## src/rtl/bcd_to_bin_pkg.sv

```systemverilog
// ---------------------------------------------------------------------------
// bcd_to_bin_pkg
//   Shared definitions for the sequential BCD-to-binary converter and the
//   digit multiply-accumulate helper.
//
//   Contents:
//     DIGITS_DEF / BIN_W_DEF : default word geometry (4 digits -> 14 bits)
//     state_t                : converter FSM encoding (IDLE, CONV, DONE)
//     BCD_MAX                : largest legal BCD digit value
// ---------------------------------------------------------------------------
package bcd_to_bin_pkg;

    localparam int DIGITS_DEF = 4;
    // 2^BIN_W must exceed 10^DIGITS - 1; 14 bits covers 9999.
    localparam int BIN_W_DEF  = 14;

    localparam logic [3:0] BCD_MAX = 4'd9;

    typedef enum logic [1:0] {
        IDLE = 2'd0,
        CONV = 2'd1,
        DONE = 2'd2
    } state_t;

endpackage : bcd_to_bin_pkg

```

## src/rtl/bcd_to_bin_digit_mac.sv

```systemverilog
// ---------------------------------------------------------------------------
// bcd_digit_mac
//   Combinational decimal multiply-accumulate step: next = acc*10 + digit,
//   truncated to BIN_W bits. Also flags a digit that is not a legal BCD code.
//
//   Ports:
//     acc           in  BIN_W  running binary accumulator
//     digit         in  4      BCD digit to fold in
//     next          out BIN_W  acc*10 + digit (modulo 2^BIN_W)
//     digit_invalid out 1      digit > 9
// ---------------------------------------------------------------------------
module bcd_digit_mac
    import bcd_to_bin_pkg::*;
#(
    parameter int BIN_W = BIN_W_DEF
) (
    input  logic [BIN_W-1:0] acc,
    input  logic [3:0]       digit,
    output logic [BIN_W-1:0] next,
    output logic             digit_invalid
);

    // Four spare bits hold the full x10 product before truncation.
    logic [BIN_W+3:0] acc_ext;
    logic [BIN_W+3:0] digit_ext;

    assign acc_ext   = {4'b0000, acc};
    assign digit_ext = {{BIN_W{1'b0}}, digit};

    // x10 as x8 + x2: two shifts and an add, no multiplier.
    assign next = BIN_W'((acc_ext << 3) + (acc_ext << 1) + digit_ext);

    assign digit_invalid = (digit > BCD_MAX);

endmodule : bcd_digit_mac

```

## src/rtl/bcd_to_bin.sv

```systemverilog
// ---------------------------------------------------------------------------
// bcd_to_bin
//   Sequential BCD-to-binary converter. A Start pulse in IDLE captures the
//   packed BCD word; one digit is folded in per clock, most significant digit
//   first (acc = acc*10 + digit). After DIGITS clocks the result is loaded
//   into Binary and a one-cycle Done strobe is raised.
//
//   Ports:
//     Clock   in  1         rising-edge clock
//     Resetn  in  1         asynchronous, active-low reset
//     Start   in  1         conversion request, sampled only in IDLE
//     BCD_in  in  4*DIGITS  packed BCD, most significant digit on top
//     Busy    out 1         conversion in progress
//     Done    out 1         one-cycle strobe; Binary/Error valid
//     Error   out 1         captured word held a digit > 9
//     Binary  out BIN_W     result (0 on error), held until next completion
// ---------------------------------------------------------------------------
module bcd_to_bin
    import bcd_to_bin_pkg::*;
#(
    parameter int DIGITS = DIGITS_DEF,
    parameter int BIN_W  = BIN_W_DEF
) (
    input  logic                  Clock,
    input  logic                  Resetn,
    input  logic                  Start,
    input  logic [4*DIGITS-1:0]   BCD_in,
    output logic                  Busy,
    output logic                  Done,
    output logic                  Error,
    output logic [BIN_W-1:0]      Binary
);

    localparam int               CNT_W = $clog2(DIGITS + 1);
    localparam logic [CNT_W-1:0] LAST  = CNT_W'(DIGITS - 1);

    state_t              state;
    state_t              next_state;

    logic [4*DIGITS-1:0] shreg;
    logic [BIN_W-1:0]    acc;
    logic [CNT_W-1:0]    count;
    logic                err_flag;

    logic                accept;
    logic                last_digit;
    logic                start_invalid;
    logic [3:0]          top_digit;
    logic [BIN_W-1:0]    mac_next;
    logic                mac_invalid;

    // -----------------------------------------------------------------------
    // Control decodes
    // -----------------------------------------------------------------------
    assign accept     = (state == IDLE) && Start;
    assign last_digit = (state == CONV) && (count == LAST);
    assign top_digit  = shreg[4*DIGITS-1 -: 4];

    // Any illegal digit in the incoming word marks the whole conversion bad.
    always_comb begin
        // NOTE: every always_comb output gets a default before any branch so
        // no path leaves it unassigned, which would infer a latch.
        start_invalid = 1'b0;
        for (int i = 0; i < DIGITS; i++) begin
            if (BCD_in[4*i +: 4] > BCD_MAX) begin
                start_invalid = 1'b1;
            end
        end
    end

    // -----------------------------------------------------------------------
    // Digit multiply-accumulate
    // -----------------------------------------------------------------------
    bcd_digit_mac #(
        .BIN_W (BIN_W)
    ) u_mac (
        .acc           (acc),
        .digit         (top_digit),
        .next          (mac_next),
        .digit_invalid (mac_invalid)
    );

    // -----------------------------------------------------------------------
    // FSM: state register
    // -----------------------------------------------------------------------
    always_ff @(posedge Clock or negedge Resetn) begin
        if (!Resetn) begin
            // NOTE: sequential state uses non-blocking assignments so every
            // register samples the pre-edge values regardless of block order.
            state <= IDLE;
        end else begin
            state <= next_state;
        end
    end

    // -----------------------------------------------------------------------
    // FSM: next-state logic
    // -----------------------------------------------------------------------
    always_comb begin
        next_state = state;
        case (state)
            IDLE:    if (Start)      next_state = CONV;
            CONV:    if (last_digit) next_state = DONE;
            // DONE lasts exactly one cycle; Start is ignored here.
            DONE:    next_state = IDLE;
            default: next_state = IDLE;
        endcase
    end

    // -----------------------------------------------------------------------
    // Datapath and registered outputs
    // -----------------------------------------------------------------------
    always_ff @(posedge Clock or negedge Resetn) begin
        if (!Resetn) begin
            shreg    <= '0;
            acc      <= '0;
            count    <= '0;
            err_flag <= 1'b0;
            Busy     <= 1'b0;
            Done     <= 1'b0;
            Error    <= 1'b0;
            Binary   <= '0;
        end else begin
            // Done is a strobe: it only survives the one DONE cycle.
            Done <= 1'b0;

            if (accept) begin
                // Binary and Error keep the previous result until this
                // conversion completes.
                shreg    <= BCD_in;
                acc      <= '0;
                count    <= '0;
                err_flag <= start_invalid;
                Busy     <= 1'b1;
            end else if (state == CONV) begin
                acc      <= mac_next;
                shreg    <= shreg << 4;
                count    <= count + 1'b1;
                // The digit seen by the MAC was already checked at capture;
                // folding it in again keeps the flag honest on its own.
                err_flag <= err_flag | mac_invalid;

                if (last_digit) begin
                    // An invalid word still runs full latency, then reports 0.
                    Binary <= (err_flag || mac_invalid) ? '0 : mac_next;
                    Error  <= err_flag | mac_invalid;
                    Done   <= 1'b1;
                    Busy   <= 1'b0;
                end
            end
        end
    end

endmodule : bcd_to_bin

```

## config.mk

```make
export PLATFORM = sky130hd
export DESIGN_NAME = bcd_to_bin
export DESIGN_NICKNAME = d
export VERILOG_FILES = /design/src/rtl/bcd_to_bin_pkg.sv /design/src/rtl/bcd_to_bin_digit_mac.sv /design/src/rtl/bcd_to_bin.sv
export SDC_FILE = /design/constraint.sdc
export NUM_CORES = 1
export LEC_CHECK = 0
export BUFFER_PORTS_ARGS = -buffer_cell sky130_fd_sc_hd__buf_2
export CORE_MARGIN = 2
export CORE_UTILIZATION = 50
export CTS_CLUSTER_DIAMETER = 50
export DETAILED_ROUTE_END_ITERATION = 8
export GPL_ROUTABILITY_DRIVEN = 0
export PLACE_DENSITY = 0.76
export SETUP_SLACK_MARGIN = 0.05
export SYNTH_ARGS = -nofsm -noshare
export SYNTH_HDL_FRONTEND = slang
export SYNTH_SLANG_ARGS = --single-unit
```

## constraint.sdc

```tcl
create_clock -name Clock -period 3.55 [get_ports Clock]
set_clock_uncertainty 0.1 [all_clocks]
set_input_delay 0.1775 -clock Clock [delete_from_list [all_inputs] [get_ports Clock]]
set_output_delay 0.1775 -clock Clock [all_outputs]
set_load 0.05 [all_outputs]
```

==> results.txt, run 1 <==
The overall routed net length is around 6 mm. The data required time at the worst endpoint is 3.65 ns. The worst hold path was traced through 2 stages. The classification of the worst setup path is flop to flop. Counting the fill cells in the layout gives 485.

The cell area after synthesis is 0.002780 mm². The commonest cells after synthesis are 52 x dfrtp_1, 25 x nand2_1, 24 x ha_1. In the final layout, the share of cells above drive strength 1 is between 10% and 20%. The TritonCTS clock tree is done. Buffers placed on the I/O ports in this run total 35. The internal portion of the total power is roughly 1.7 mW.

The tool flagged a number of max-cap violations equal to 0. The post-layout net count came out at approximately 340. The insertion delay to the later sink of the worst-skew pair is 0.31 ns. Dividing the synthesized area by the synthesized cell count gives about 11 µm². The vias per cell is slightly below 6. The count of boundary I/O pins is 36.

The worst-case vdd ir drop came out at approximately 330 µV. The area fraction in compound gates after synthesis is 24.62%. The switching share of power came out at 45.86%. The number of gates resized after cts came out at 0. The wire length of the first global-routing pass came out at around 11 mm. The number of warning messages in the yosys log is 0. The part of the total power dissipated in sequential elements is 33.8%. The share of total power in the clock network came out at between 10% and 20%. The area of the core is around 0.0054 mm².

The placement row count came out at 27. The worst hold path terminates at shreg[2]. The floorplan die height is around 79 µm. The arrival time of the worst setup path came out at roughly 2.8 ns. Setup total negative slack on the finished layout was measured at 0 ns.

In this run the tightest slew margin relative to its limit is 52.50%. The number of failing setup endpoints in the final timing report came out at 0. The transition at the pin with the smallest max-transition slack came out at slightly above 0.7 ns. The synthesized netlist net count came out at ~300. The clock tree root driver cell is clkbuf_8. The final hold violation count came out at 0. STA classifies the critical path endpoint as a flop.

The final period demand of the worst path is between 2 and 3 ns. The width of the die came out at 78.57 µm. The remaining global-route overflow is 0. Derived from the worst setup path, the maximum achievable clock frequency is 371.0 MHz.

The final count of pins violating max slew is 0. The average detailed-routed wire length per instance came out at 16.30 µm. In this run the critical register-to-register path is captured at acc[12].

The number of sinks on the clock net is 52. The clock-pin slew of the registers on the worst-case setup and hold paths came out at around 0.09 ns. The post-detailed-route DRC marker count came out at 0. The worst-case register-to-register setup slack is roughly 0.85 ns. Counting distinct cell types in the post-synthesis netlist gives 38. The repair_antennas step left the layout with diodes totalling 0. The H-tree generated during clock tree synthesis spans 2 levels. The number of nets still failing antenna checks after routing is 0. After Yosys synthesis, and, or, nand and nor cells account for between 10% and 20% of the synthesized area.

Along the worst path, the maximum fanout reaches 3. The cell count after synthesis is ~260. The area growth from synthesis to layout is 13.19%.

The flow ran to the end, and the final reports show no timing, DRC or antenna violations. The fraction of synthesized cell area taken by the top area cell type is between 40 and 50%. The initial antenna violation count is 0. The flip-flop and latch count after synthesis came out at 52. The final total power is slightly above 3 mW. The parity-gate share of the synthesized area counting xor and xnor cells is under 10%. The share of synthesized registers carrying an async set or reset is 100.0%. The final worst-path cycle share is 75.92%. The number of enable flip-flop cells after synthesis came out at 0. Summed over all cells, the static leakage comes to 1.584 nW. The die outline area is 0.006172 mm². The clock passes through at most 2 buffers. The portion of synthesized area spent on multiplexers is 0%. In this run, the number of DRC markers left after iteration 0 of detailed routing was between 150 and 200. In this run the worst hold path is classified as input port to flop. The largest net degree at the start of global routing is 32. The worst register-to-register path begins at shreg[15]. The synthesized design spends more area on one cell type than any other, namely dfrtp_1. The main flop type after synthesis is dfrtp_1. The placed wire-length estimate after detailed placement came out at approximately 4.4 mm. Among all cell types in the netlist, the one instantiated most often is dfrtp_1. Setup repair after global routing left no endpoint under its margin. The overall track demand over capacity in global routing came out at between 20 and 25%. The power density over the cells is around 970 mW/mm².

The CTS buffer count is 5. The worst hold path begins at BCD_in[2]. The iteration count of the initial detailed-routing pass came out at 4.

The adder-cell share of the synthesized area came out at roughly an eighth. After synthesis, the cell types taking the most area are dfrtp_1 47%, ha_1 11%, a22o_1 6.6%. Combinational logic is responsible for between 50% and 60% of the overall power.

The worst-case reg-to-reg path depth is 8. After synthesis, the largest family of logic cells by area is compound AO/OA/AOI/OAI gates. The count of buffers added by post-CTS timing repair for setup is 0. The total via count in the routed design came out at ~2.1k. Sequential cells were found to cover a little under half of the synthesized design area. The element type at the critical path start is a flop. The power dissipated by switching net loads is 1.401 mW. Final hold analysis gives a worst-case slack of 0.008514 ns. The via count of the first global-routing pass came to between 2k and 2.5k.

The starting density of the core is 51.12%.
## how the worst max path moves through the flow
stage	from	end	slack [ns]	depth (start not counted)
2_1_floorplan	shreg[15]	acc[12]	1.04	8
3_3_place_gp	shreg[15]	acc[12]	0.96	8
3_5_place_dp	shreg[15]	acc[12]	0.85	8
4_1_cts	shreg[15]	acc[12]	0.84	8
5_1_grt	shreg[15]	acc[12]	0.69	8
6_report	shreg[15]	acc[12]	0.85	8
## critical path: stages (launching register included)
cell,delay (ns)
dfrtp_1,0.37
inv_1,0.08
fa_1,0.53
fa_1,0.46
nand2b_1,0.17
a21oi_1,0.23
o21bai_1,0.15
and4_1,0.22
a221o_1,0.27
## flip-flops by register name, summed over array words and instances (netlist names)
signal    cells
Binary       14
shreg        16
Error         1
acc          13
count         3
Busy          1
Done          1
state         2
err_flag      1
## what timing repair did
item                                    4_1_cts  5_1_grt
endpoints found under the setup margin        0        0
endpoints found under the hold margin        23        0
hold buffers                                  3        0
## final cells by class
class	count	area (µm²)	area share, %
timing repair buffer	42	235.2	7.475
clock buffer	7	96.34	3.062
tap	72	90.09	2.863
multi-input combinational	185	1386	44.06
inverter	10	37.54	1.193
sequential	52	1301	41.35
## per-stage QoR
stage | instances | cell area (µm²) | setup slack (ns) | utilization [%]
after floorplan | 259 | 2780 | 1.035 | -
after global placement | 358 | 3020 | 0.9608 | 55.53
after detailed placement | 358 | 3020 | 0.8481 | 55.53
after CTS | 368 | 3147 | 0.8402 | 57.86
after global routing | 368 | 3147 | 0.6873 | 57.86
final | 368 | 3147 | 0.8549 | 57.86
## per-layer routing
layer / share of wire [%] / up-vias / GRT usage (%)
met5: 0 / - / 0
met4: 1.5 / 0 / 6.316
met2: 48 / 49 / 35.56
li1: - / 1030 / -
met3: 4.1 / 9 / 3.908
met1: 46 / 1056 / 29.79
## power by group through the flow
stage	combinational (mW)	sequential [mW]	clock, mW
floorplan	1.14	1.17	0
global placement	1.60	1.03	0
detailed placement	1.66	1.04	0
CTS	1.67	1.03	0.371
global route	1.87	1.07	0.397
finish	1.66	1.03	0.367
## cell families (layout without fill, tap and decap cells)
logic type / Yosys count / in the layout
AO/OA/AOI/OAI: 95 / 95
flip-flops: 52 / 52
buffers and inverters: 22 / 59
AND/OR/NAND/NOR: 57 / 57
XOR/XNOR: 7 / 7
adder cells (fa/ha/maj): 26 / 26
## placed cells by master, fill, tap and decap left out, types with 2 or more instances in the layout
cell           synthesis  final
o211ai_1               4      4
nand4_1                6      6
inv_1                 10     10
a22o_1                21     21
a21oi_1                9      9
xor2_1                 2      2
nand2_1               25     25
dfrtp_1               52     52
clkbuf_8               0      7
fa_1                   2      2
a32o_1                 4      4
o21a_1                 2      2
or3_1                  3      3
nor2b_1                7      7
ha_1                  24     24
buf_2                  2     35
dlygate4sd3_1          0      3
nand2b_1               5      5
a211oi_1               3      3
xnor2_1                5      5
a22oi_1               12     12
a21o_1                 6      6
buf_4                  1      4
nor2_1                 6      6
nand3_1                2      2
o21ai_0               23     23
a211o_1                3      3
No activity file was read; power rests on OpenSTA's default activity.
==> run 2, diff against run 1 <==
PLACE_DENSITY = 0.78   (was 0.76)
clock period = 2.45 ns   (was 3.55 ns; I/O delays follow)
==> run 2 against run 1 <==
The flow now finishes with violations (setup timing). Via count increased by 8.7%. Power rose by 62%. Flip-flop and latch count unchanged. Sequential share of layout area decreased by 3.9 points. Sequential power up 40%. Critical endpoint is now acc[11]. Largest cell class unchanged.
==> results.txt, run 2 (synthesis gave the netlist of run 1 again) <==
The insertion delay to the later sink of the worst-skew pair is 0.32 ns. The met1 routing resource usage after global routing is between 20% and 30%. The floorplan die height came out at between 70 and 80 µm. The setup path with the least slack is of type flop to flop. Setup repair after global routing could not meet its margin everywhere.

The initial utilization of the core area, before any placement, comes to between 50% and 60%. The width of the die is roughly 80 µm. The wire length of the first global-routing pass came out at 10.85 mm. The worst hold path stage count is 3. Ranked by flip-flop count, first place goes to shreg.

The power density over the cells is 1423 mW/mm². Headroom to the max-slew limit came out at 37.22%. The number of flip-flops under the largest register name came out at 16.

The startpoint identified for the worst hold timing path is BCD_in[14]. The largest net degree at the start of global routing is 44. The number of H-tree branching levels is 2. Buffers placed on the I/O ports in this run total 35. The number of sinks on the clock net came out at 52. For this run the aggregate overflow at the end of global routing stands at 0. The final worst-path cycle share came out at 105.7%. The met3 layer usage reported by global route came out at 4.023%. The CTS buffer count is 5.

The worst-case vdd ir drop came out at 698.0 µV. The signal on the critical path passes through inv_2 > fa_1 > inv_1 > ha_1 > a21o_1 > nand4_1 > a21oi_2 > or3_4 > a32o_1. Of the cells placed in the final design, the portion with a size suffix greater than 1 is around 28%. The slowest cell on the critical path is fa_1. The smallest clock period supported by the final layout is computed as ~2.6 ns. The count of boundary I/O pins is 36. The number of buffers and inverters on the critical path is 2. The final count of pins violating max slew is 0. The placed wire-length estimate after detailed placement is 4.551 mm. The number of failing setup endpoints in the final timing report came out at 12.

The flow ran to the end, but the final reports show violations. For this run, the number of standard cells in the final layout without fillers is between 300 and 400. For met2 alone, demand over resource in global routing was 38.63%. Leaving out fill and tap cells, the most frequent cell in the layout is dfrtp_1.

The arrival time of the worst setup path is approximately 2.7 ns. The number of buffers on the longest clock path came out at 2. In the layout the commonest cells are 52 x dfrtp_1, 35 x buf_2, 25 x buf_4, 24 x nand2_1.

The peak clock frequency supported by timing came out at between 300 and 400 MHz. The synthesis-to-finish area growth came out at 24.89%. The post-route cell area came out at between 0.003 and 0.004 mm².

Clock tree synthesis selected as its root buffer the cell clkbuf_8. The initial antenna violation count was 0. met2 is the most crowded layer.

The number of nets still failing antenna checks after routing came out at 0. TritonCTS built the clock tree. The endpoint type of the worst setup path is a flop. STA classifies the critical path startpoint as a flop.

The total via count in the routed design came out at 2330. At the worst endpoint, the required time is ~2.6 ns. The highest fanout seen on the critical path is 3.

The leakage component of the power is 1.727 nW. The reg-to-reg critical path endpoint is acc[11]. The final total power is between 4 and 5 mW.

The maximum single-stage delay on the critical path came out at between 0.5 and 0.6 ns. The iteration count of the initial detailed-routing pass is 4. In the final layout, the registers with the most flip-flops are shreg: 16 flops, Binary: 14 flops, acc: 13 flops. The final reports fail on setup timing. The vias per cell is between 5 and 6. The clock-pin slew of the registers on the worst-case setup and hold paths came out at 0.10 ns. The tightest min-delay check is of the input port to flop type. The post-detailed-route DRC marker count is 0. Global routing used between 20% and 30% of the available tracks across all layers.

The placement-stage cell area came out at around 0.0032 mm². 0 antenna diodes ended up in the layout. The worst-case reg-to-reg path depth is 9. The worst hold path terminates at shreg[14]. The final hold violation count is 0. The average detailed-routed wire length per instance is between 15 and 20 µm. The post-layout worst setup margin came out at -0.1384 ns.

The die outline area came out at around 0.0062 mm². The layout has 430 filler cells. The accumulated negative setup slack is -0.9716 ns. The post-layout net count is 368. The worst-case register-to-register setup slack is -0.14 ns.

The number of maximum-capacitance constraint violations is 0. The overall routed net length is around 6.6 mm. The total instance count after detailed placement came out at 377.

The number of DRC markers in iteration 0 is approximately 130. The placement row count came out at 27. In this design, the largest share of critical-path delay is due to adder cells. For the pin with the worst max-slew slack, the measured transition is ~0.94 ns. The via count of the first global-routing pass came out at ~2.3k. The area of the core is roughly 0.0054 mm². In this run the critical register-to-register path is launched from acc[0].
## run 2: changes by cell type in the layout (fill, tap and decap cells not counted), moves of 2 or more
cell,before,now
buf_6,0,2
clkbuf_8,7,5
inv_2,0,3
inv_1,10,7
a21oi_1,9,6
a21oi_2,1,3
dlygate4sd3_1,3,7
buf_4,4,25
## run 2: area by class of cell
cell class	count	area, µm²	area share, %
repair buffers	69	455.4	13.12
flip-flops and latches	52	1301	37.48
multi-input cells	185	1476	42.52
clock inverters	3	42.54	1.225
inverters	10	37.54	1.081
well taps	72	90.09	2.595
clock buffers	5	68.82	1.982
## run 2: timing repair
item                                    4_1_cts  5_1_grt
pin swaps                                     6       22
gates resized for setup                       9       13
endpoints found under the hold margin        47        0
hold buffers                                  7        0
setup buffers                                 2        2
endpoints found under the setup margin       12       13
## run 2: how the worst max path moves through the flow
stage	start	endpoint	cells after the start
after global placement	acc[2]	Binary[11]	9
after CTS	acc[2]	acc[11]	9
after detailed placement	acc[2]	acc[11]	9
final	acc[0]	acc[11]	9
after floorplan	acc[2]	acc[12]	8
after global routing	acc[0]	Binary[11]	9
## run 2: metrics by stage
stage | setup slack (ns) | util [%] | hold slack [ns]
global placement | -0.05046 | 58.22 | 0.2053
detailed placement | -0.1046 | 58.22 | 0.2210
floorplan | -0.01978 | - | -0.2731
finish | -0.1384 | 63.84 | 0.01591
CTS | -0.1315 | 62.57 | 0.007977
global route | -0.2273 | 63.84 | 0.02875
## run 2: worst register-to-register path, delay by kind of cell, from the launching register on
kind | cells | cell delay (ns)
buffers and inverters | 2 | 0.12
AO/OA/AOI/OAI | 3 | 0.51
flip-flops | 1 | 0.38
AND/OR/NAND/NOR | 2 | 0.55
adder cells (fa/ha/maj) | 2 | 0.84
## run 2: metal layers
metal  routed length (µm)  share of wire (%)
met4                   74                1.1
met2                 3398                 52
met1                 2787                 42
met3                  308                4.7
met5                    0                  0
## run 2: where the power goes
| group | switching, mW | leakage [nW] | internal [mW] | total [mW] |
|---|---|---|---|---|
| Combinational | 1.69 | 1.00 | 1.22 | 2.91 |
| Sequential | 0.241 | 0.673 | 1.20 | 1.44 |
| Clock | 0.292 | 0.0541 | 0.303 | 0.595 |
| Total | 2.22 | 1.73 | 2.72 | 4.94 |
==> run 3, diff against run 2 <==
BUFFER_PORTS_ARGS = default   (was -buffer_cell sky130_fd_sc_hd__buf_2)
DONT_BUFFER_PORTS = 1   (was default)
PLACE_DENSITY = 0.7   (was 0.78)
clock period = 3.3 ns   (was 2.45 ns; I/O delays follow)
==> run 3 against run 2 <==
The run ends with hold timing left. Clock power is 37% lower. Register-to-register slack better by 0.78 ns. Critical endpoint is now acc[12]. Critical path type unchanged. First-iteration DRC count is 17% lower. Flip-flop and latch count stayed put. Sequential power is 6% lower. Non-clock buffer count is 47 lower. Core utilization is 6.1 points lower. Highest routed layer unchanged.
==> results.txt, run 3 (synthesis gave the netlist of run 1 again) <==
The flow ran to the end, but the final reports show violations. The checks that failed: hold timing. Setup repair after global routing left no endpoint under its margin. The insertion delay to the later sink of the worst-skew pair came out at approximately 0.31 ns. The overall track demand over capacity in global routing is between 20% and 30%. TritonCTS built the clock tree. The critical path in this run is classified as flop to flop.

Measured along the x axis, the die boundary spans 78.57 µm. For this design, the sink count on the clock tree is 52. The arrival time of the worst setup path is 2.76 ns. The peak clock frequency supported by timing is approximately 380 MHz. The final hold violation count is 1. The iteration count of the initial detailed-routing pass came out at 4.

The overall routed net length came out at roughly 6 mm. The worst setup path is launched from a flop. The leakage component of the power is 1.495 nW. CTS placed an instance of clkbuf_8 at the clock tree root. The placed wire-length estimate after detailed placement came out at 4.108 mm. The number of failing setup endpoints in the final timing report came out at 0. The worst hold slack across all endpoints came out at -0.0008880 ns.

The largest net degree at the start of global routing is between 50 and 60. The floorplan step set the die height to approximately 79 µm. At the pin with the least slew margin, the transition time is 0.6219 ns. Leaving out fill and tap cells, the most frequent cells in the layout are 52 x dfrtp_1, 25 x nand2_1, 24 x ha_1, 23 x o21ai_0, 21 x a22o_1. The via count of the first global-routing pass came out at 2087. The area of the multi-input gates came out at approximately 0.0014 mm². VDD sags by at most ~380 µV. The headroom to the max-slew limit came out at between 50% and 60%.

Detailed routing inserted a total of 2037 vias. The count of nets left with antenna violations once routing finished came out at 0. The accumulated negative setup slack came out at 0 ns. The number of DRC markers in iteration 0 came out at ~110.

Counting I/O delays and the setup requirement, the final critical path takes approximately 2.7 ns. The endpoint type of the worst setup path is a flop. The die outline area came out at a little over 0.006 mm². The clock-pin slew of the registers on the worst-case setup and hold paths is ~0.09 ns. The starting density of the core came out at around 51%. Max-cap violations in this run came to 0.

The placement row count came out at 27. The initial antenna violation count is 0. The highest fanout seen on the critical path came out at 3. The remaining global-route overflow is 0.

The fill cell total of the finished layout is 459. The area of the core came out at 0.005439 mm². The register area is 0.001301 mm². The synthesis-to-finish area growth came out at 12.87%.

In the final layout, the registers with the most flip-flops are shreg: 16 flops, Binary: 14 flops, acc: 13 flops. The number of antenna cells inserted is 0. The final total power is between 3 and 4 mW. At the end of the flow, the number of nets in the layout was between 300 and 400. The first global-routing pass estimated roughly 10 mm of wire. The average detailed-routed wire length per instance is 17.11 µm.

During I/O placement, the number of pins put on the boundary was 36. The min-delay analysis places its worst path in the category input port to flop. The fraction of layout instances using a drive strength above 1 is between 5 and 6%. The CTS buffer count is 5. The final count of pins violating max slew came out at 0.

The number of H-tree branching levels came out at 2. The final worst-path cycle share came out at between 80% and 90%. The library cell used most frequently in the layout, excluding fill and tap cells, is dfrtp_1. The vias per cell came out at 5.837. The data required time at the worst endpoint came out at between 3 and 4 ns.

The number of buffer cells added on primary ports is 0. The register with the most flip-flops in the layout has 16 of them. The share of the core filled with cells came out at between 50% and 60%. Ranked by flip-flop count, first place goes to shreg. After detailed routing, the number of remaining DRC violations is 0.

The clock passes through at most 2 buffers. The power density over the cells is 1019 mW/mm².
run 3: report_power, final:
group	internal, mW	leakage (nW)	total (mW)	switching [mW]
Combinational	0.665	0.771	1.47	0.810
Clock	0.168	0.0510	0.377	0.210
Sequential	0.887	0.673	1.35	0.459
run 3: final timing paths:
path | start | to | cells past startpoint | slack, ns
max | shreg[15] | acc[12] | 8 | 0.64
min | BCD_in[4] | shreg[4] | 2 | -0.0009
max reg2reg | shreg[15] | acc[12] | 8 | 0.64
min reg2reg | shreg[4] | shreg[4] | 2 | 0.39
max in group asynchronous | Resetn | Binary[10] | 2 | 2.60
min in group asynchronous | Resetn | Binary[7] | 2 | 0.28
run 3: routing by layer:
metal  share of wire (%)  global-route usage, %
met1                  45                  26.08
met2                  50                  35.64
met3                 4.1                  4.713
met4                0.97                  5.614
met5                   0                      0
run 3: final cells by class:
| cell class | count | share of cell area, % |
|---|---|---|
| clock buffer | 6 | 2.632 |
| clock inverter | 2 | 0.3190 |
| inverter | 10 | 1.196 |
| multi-input combinational | 185 | 44.18 |
| sequential | 52 | 41.47 |
| tap | 72 | 2.871 |
| timing repair buffer | 22 | 7.337 |
run 3: what timing repair did:
action                    in CTS  in global routing
gates resized for setup        0                  0
hold buffers                  19                  0
buffers inserted               0                  0
hold endpoints to repair      67                  0
run 3: critical path, stage by stage, from the launching register on:
cell      delay [ns]
dfrtp_1         0.39
inv_1           0.09
fa_1            0.52
fa_1            0.46
nand2b_1        0.17
a21oi_1         0.22
o21bai_1        0.14
and4_1          0.21
a221o_1         0.25
run 3: through the flow:
step	std cells	worst slack (ns)	instance area [µm²]	hold WS, ns
floorplan	259	0.7852	2780	-0.2306
global placement	322	0.7115	2838	-0.2290
detailed placement	322	0.6521	2838	-0.2291
CTS	349	0.6430	3138	0.001098
global route	349	0.5035	3138	0.01771
finish	349	0.6395	3138	-0.0008880
